$ cat src/rtl/i2c_bus_arbiter.sv
// Round-robin arbiter sharing one i2c_master among N_REQ client FSMs.
// Latches the winning job, fires one start pulse, and routes handshakes to the owner.
module i2c_bus_arbiter #(
    parameter int unsigned N_REQ         = 2,
    parameter int unsigned START_TIMEOUT = 1024
) (
    input  logic                  clk,
    input  logic                  rst_n,
    input  logic [N_REQ-1:0]      req,
    input  logic [N_REQ-1:0][6:0] req_addr,
    input  logic [N_REQ-1:0]      req_rw,
    input  logic [N_REQ-1:0][7:0] req_nbytes,
    input  logic [N_REQ-1:0][7:0] req_wdata,
    output logic [N_REQ-1:0]      gnt,
    output logic [N_REQ-1:0]      tx_data_req,
    output logic [N_REQ-1:0]      rx_data_ready,
    output logic [7:0]            rdata,
    output logic [N_REQ-1:0]      done,
    output logic [N_REQ-1:0]      failed,
    output logic                  m_start,
    output logic [6:0]            m_addr,
    output logic                  m_rw,
    output logic [7:0]            m_nbytes,
    output logic [7:0]            m_wdata,
    input  logic [7:0]            m_read_data,
    input  logic                  m_tx_data_req,
    input  logic                  m_rx_data_ready,
    input  logic                  m_idle,
    input  logic                  m_failed
);

    localparam int unsigned IDX_W = (N_REQ > 1) ? $clog2(N_REQ) : 1;
    localparam int unsigned CNT_W = $clog2(START_TIMEOUT + 1);

    typedef enum logic [2:0] {
        S_IDLE, S_START, S_WAIT_BUSY, S_XFER, S_FINISH
    } state_e;

    state_e           state_q, state_d;
    logic [IDX_W-1:0] owner_q, owner_d;
    logic [IDX_W-1:0] rr_ptr_q, rr_ptr_d;
    logic [N_REQ-1:0] gnt_q, gnt_d;
    logic [N_REQ-1:0] done_q, done_d;
    logic [N_REQ-1:0] failed_q, failed_d;
    logic             m_start_q, m_start_d;
    logic [6:0]       m_addr_q, m_addr_d;
    logic             m_rw_q, m_rw_d;
    logic [7:0]       m_nbytes_q, m_nbytes_d;
    logic [CNT_W-1:0] cnt_q, cnt_d;
    logic             fail_seen_q, fail_seen_d;
    logic             fail_sent_q, fail_sent_d;

    logic [IDX_W-1:0] pick_c;
    logic             any_req_c;

    function automatic logic [IDX_W-1:0] next_idx(input logic [IDX_W-1:0] i);
        return (32'(i) == N_REQ - 1) ? '0 : i + IDX_W'(1);
    endfunction

    // First requester at or after rr_ptr, wrapping upward.
    always_comb begin : rr_pick
        int unsigned      idx;
        logic [IDX_W-1:0] cand;
        pick_c    = '0;
        any_req_c = 1'b0;
        idx       = 0;
        cand      = '0;
        for (int unsigned off = 0; off < N_REQ; off++) begin
            idx = 32'(rr_ptr_q) + off;
            if (idx >= N_REQ) idx = idx - N_REQ;
            cand = IDX_W'(idx);
            if (!any_req_c && req[cand]) begin
                any_req_c = 1'b1;
                pick_c    = cand;
            end
        end
    end

    always_comb begin : fsm_next
        state_d     = state_q;
        owner_d     = owner_q;
        rr_ptr_d    = rr_ptr_q;
        gnt_d       = gnt_q;
        done_d      = '0;
        failed_d    = '0;
        m_start_d   = 1'b0;
        m_addr_d    = m_addr_q;
        m_rw_d      = m_rw_q;
        m_nbytes_d  = m_nbytes_q;
        cnt_d       = cnt_q;
        fail_seen_d = fail_seen_q;
        fail_sent_d = fail_sent_q;
        unique case (state_q)
            S_IDLE: begin
                // A grant left over from the previous job drops one cycle after its pulse.
                if (gnt_q != '0) begin
                    gnt_d = '0;
                end else if (m_idle && any_req_c) begin
                    owner_d     = pick_c;
                    gnt_d       = N_REQ'(1) << pick_c;
                    m_addr_d    = req_addr[pick_c];
                    m_rw_d      = req_rw[pick_c];
                    m_nbytes_d  = req_nbytes[pick_c];
                    fail_seen_d = 1'b0;
                    fail_sent_d = 1'b0;
                    if (req_nbytes[pick_c] == 8'd0) begin
                        failed_d = N_REQ'(1) << pick_c;
                        rr_ptr_d = next_idx(pick_c);
                    end else begin
                        state_d = S_START;
                    end
                end
            end
            S_START: begin
                m_start_d = 1'b1;
                cnt_d     = '0;
                state_d   = S_WAIT_BUSY;
            end
            S_WAIT_BUSY: begin
                if (!m_idle) begin
                    state_d = S_XFER;
                end else if (cnt_q == CNT_W'(START_TIMEOUT - 1)) begin
                    failed_d    = gnt_q;
                    fail_sent_d = 1'b1;
                    state_d     = S_FINISH;
                end else begin
                    cnt_d = cnt_q + CNT_W'(1);
                end
            end
            S_XFER: begin
                if (m_failed) fail_seen_d = 1'b1;
                if (m_idle)   state_d     = S_FINISH;
            end
            S_FINISH: begin
                // A timeout already reported its failure, so only release the grant.
                if (fail_sent_q) begin
                    gnt_d = '0;
                end else if (fail_seen_q) begin
                    failed_d = gnt_q;
                end else begin
                    done_d = gnt_q;
                end
                rr_ptr_d = next_idx(owner_q);
                state_d  = S_IDLE;
            end
            default: state_d = S_IDLE;
        endcase
    end

    always_ff @(posedge clk or negedge rst_n) begin
        if (!rst_n) begin
            state_q     <= S_IDLE;
            owner_q     <= '0;
            rr_ptr_q    <= '0;
            gnt_q       <= '0;
            done_q      <= '0;
            failed_q    <= '0;
            m_start_q   <= 1'b0;
            m_addr_q    <= '0;
            m_rw_q      <= 1'b0;
            m_nbytes_q  <= '0;
            cnt_q       <= '0;
            fail_seen_q <= 1'b0;
            fail_sent_q <= 1'b0;
        end else begin
            state_q     <= state_d;
            owner_q     <= owner_d;
            rr_ptr_q    <= rr_ptr_d;
            gnt_q       <= gnt_d;
            done_q      <= done_d;
            failed_q    <= failed_d;
            m_start_q   <= m_start_d;
            m_addr_q    <= m_addr_d;
            m_rw_q      <= m_rw_d;
            m_nbytes_q  <= m_nbytes_d;
            cnt_q       <= cnt_d;
            fail_seen_q <= fail_seen_d;
            fail_sent_q <= fail_sent_d;
        end
    end

    assign gnt           = gnt_q;
    assign done          = done_q;
    assign failed        = failed_q;
    assign m_start       = m_start_q;
    assign m_addr        = m_addr_q;
    assign m_rw          = m_rw_q;
    assign m_nbytes      = m_nbytes_q;
    assign m_wdata       = (gnt_q != '0) ? req_wdata[owner_q] : 8'h00;
    assign tx_data_req   = gnt_q & {N_REQ{m_tx_data_req}};
    assign rx_data_ready = gnt_q & {N_REQ{m_rx_data_ready}};
    assign rdata         = m_read_data;

endmodule

$ cat config.mk
export PLATFORM = sky130hd
export DESIGN_NAME = i2c_bus_arbiter
export DESIGN_NICKNAME = d
export VERILOG_FILES = /design/src/rtl/i2c_bus_arbiter.sv
export SDC_FILE = /design/constraint.sdc
export NUM_CORES = 1
export LEC_CHECK = 0
export ABC_AREA = 0
export CORE_ASPECT_RATIO = 2
export CORE_MARGIN = 1
export CORE_UTILIZATION = 30
export DETAILED_ROUTE_END_ITERATION = 8
export HOLD_SLACK_MARGIN = 0.08
export PLACE_DENSITY = 0.6
export SLEW_MARGIN = 40
export SYNTH_ARGS = -nofsm -noshare
export SYNTH_HDL_FRONTEND = slang
export SYNTH_SLANG_ARGS = --single-unit
export TNS_END_PERCENT = 10
$ cat constraint.sdc
create_clock -name clk -period 1.8 [get_ports clk]
set_input_delay 0.36 -clock clk [delete_from_list [all_inputs] [get_ports clk]]
set_output_delay 0.36 -clock clk [all_outputs]
set_load 0.02 [all_outputs]
==> qor.yml, run 1 <==
critical_path:
  critPathCaptureType: "flip-flop"
  crit_type: "input pin to flip-flop"
  crit_arrival_ns: 2.07
  worstPathRequired_ns: 2.02
  startpoint_type: "input pin"
  crit_fanout: 4
cts:
  cts_tree: "done"
  htree_levels: 2
  clk_path_buf_depth: 2
  postCtsSetupRepairBufs: 0
  clkLatencyLatePin_ns: 0.28
  cts.clk_slew.worst_paths_ns: 0.06
  ctsRootBufferMaster: "clkbuf_16"
  cts.sinks: 41
  cts_buffers: 5
run_status:
  outcome: "complete, but fails checks"
  violations: "setup timing"
drt:
  wl_met2_um: 3410
  m1WireLength_um: 2170
  firstDrtPassIters: 4
  wire_per_inst_um: 13.7
  wirelength_um: 5920
  highest_layer: "met4"
  vias_per_cell: 4.85
  vias: 2090
  drc_errors: 0
  route.met3.wl_um: 179
  drtIter0Drc: 61
  detail-route-antenna-nets: 0
layout:
  stdcell_area_um2: 3570
  syn_to_final_growth_pct: 55.6
  nNetsFinal: 403
  layout-drive-gt1-share_pct: 17.1
  final_common_cell: "clkdlybuf4s50_1"
  n_antenna_cell: 0
  layout_common_cells: "74 x clkdlybuf4s50_1, 40 x dfrtp_1, 27 x nor2_1, 24 x mux2i_1, 19 x buf_4"
power_and_ir_drop:
  total_power_w: 0.00495
  ir_drop_mv: 0.764
  p_leak_nw: 1.56
  powerDensity_nw_per_um2: 1380
timing:
  hold_viol: 0
  max-slew-margin-rel_pct: 68.9
  skew_ns: 0.00296
  maxSlewViolCount: 0
  fin_crit_sh_pct: 103
  whs_ns: 0.518
  fin_crit_ns: 1.85
  setup_violations: 1
  tightest_slew_ns: 0.466
  clock.fmax_ghz: 0.541
  rsz0062_at_grt: "yes"
  worst_slack_ns: -0.0496
  setup_tns_ns: -0.0496
floorplan:
  dieArea_um2: 8030
  dieHeight_um: 126
  core_area_um2: 7320
  rows: 44
  die_x_um: 63.9
  initial_core_util_pct: 31.4
  io_pins: 107
placement:
  place_ws_ns: -0.345
  placed_area_um2: 3400
  routabilityCongestion: 0.776
  hpwl_um: 4680
  port-buffer-count: 90
synthesis:
  avgSynthCellArea_um2: 9.85
  synth-main-ff-cell: "dfrtp_1"
  syn-cell-area_um2: 2300
  syn_inst: 233
  synth_top_area_share_pct: 44.7
  synth_area_leaders: "dfrtp_1 45%, mux2i_1 10%, nor2_1 4.6%"
  synth_edf_count: 0
  synth-seq-cells: 41
  async_flop_share_pct: 100
  synth_top_area_cell: "dfrtp_1"
  syn_nets: 298
  synth-seq-area-share_pct: 44.7
  yosysWarningCount: 0
  synth_cell_types: 49
grt:
  grt_usage_pct: 15.9
  grt_pass1_wl_um: 9860
  grt-ovfl-total: 0
  grt_max_degree: 33
  grt_pass1_vias: 2123
  antenna_found_initial: 0
run:
  drv_cap: 0
min_path:
  hold_path.class: "flip-flop to flip-flop"
-- cell families after synthesis --
| family | Yosys count | share of synthesized area, % |
|---|---|---|
| AOI/OAI and AO/OA | 48 | 15.5 |
| xor gates and xnor gates | 1 | 0.382 |
| adders and majority gates | 1 | 0.545 |
| buffers and inverters | 23 | 6.21 |
| DFF | 41 | 44.7 |
| muxes | 24 | 10.5 |
| and+or+nand+nor | 95 | 22.2 |
-- metrics by stage --
| stage | std cells | util [%] |
|---|---|---|
| CTS | 431 | 48.6 |
| finish | 431 | 48.8 |
| global route | 431 | 48.8 |
| global placement | 422 | 46.5 |
| detailed placement | 422 | 46.5 |
| floorplan | 233 | - |
-- worst max-delay path, stage by stage --
cell and delay, ns:
clkdlybuf4s50_1 0.41, or4_1 0.54, a211o_1 0.34, a221o_1 0.36, nand3_1 0.07
-- layout make-up --
class,count,area [um^2]
sequential,41,1030
tap,92,115
clock buffer,7,153
timing repair buffer,115,1110
fill,698,3750
multi-input combinational,169,1140
inverter,6,22.5
clock inverter,1,5.00
-- state kept, by name (all words and copies together), names as in the netlist, 2 cells and up --
signal,flops
gnt,2
m_addr,7
cnt_q,11
done,2
m_nbytes,8
state_q,3
failed,2
-- timing repair --
action / in CTS / in global routing
endpoints found under the hold margin: 16 / 0
pin swaps: 0 / 2
resized for setup: 15 / 12
hold buffers: 1 / 0
cloned: 0 / 0
endpoints found under the setup margin: 15 / 29
-- Yosys cell counts, drive strengths merged, types with 4 or more instances --
cell   count
nor3       6
nor2      33
and2       7
o31ai      4
mux2i     24
nand2     14
a21oi     23
nand3      8
o21ai      5
inv        5
buf       14
dfrtp     41
nand4      5
-- per-layer routing --
| metal | GRT usage, % | vias to the layer above |
|---|---|---|
| met3 | 1.90 | 12 |
| met1 | 16.5 | 970 |
| met4 | 9.09 | 0 |
| met2 | 29.7 | 62 |
| li1 | - | 1046 |
| met5 | 0 | - |
-- final timing paths --
| kind | startpoint | end | slack (ns) | cells after the start |
|---|---|---|---|---|
| max in group asynchronous | rst_n | m_nbytes[6] | 0.77 | 3 |
| max reg2reg | gnt[0] | owner_q | 0.12 | 4 |
| min reg2reg | m_nbytes[6] | m_nbytes[6] | 0.52 | 2 |
| min in group asynchronous | rst_n | m_start | 0.55 | 2 |
| max | req_nbytes[2] | rr_ptr_q | -0.05 | 5 |
| min | m_nbytes[6] | m_nbytes[6] | 0.52 | 2 |
-- power by group --
part           internal [W]  switching [W]  total [W]
Combinational       0.00122        0.00131    0.00253
Clock              0.000586       0.000341   0.000928
Sequential          0.00122       0.000270    0.00149
Total               0.00303        0.00192    0.00495
Power figures use the tool's default switching activity.
==> inputs of run 2 (changes only) <==
CORE_MARGIN = not set   (was 1)
==> results of run 2 <==
Same layout as run 1: the final DEF is identical, and so are final timing and power.
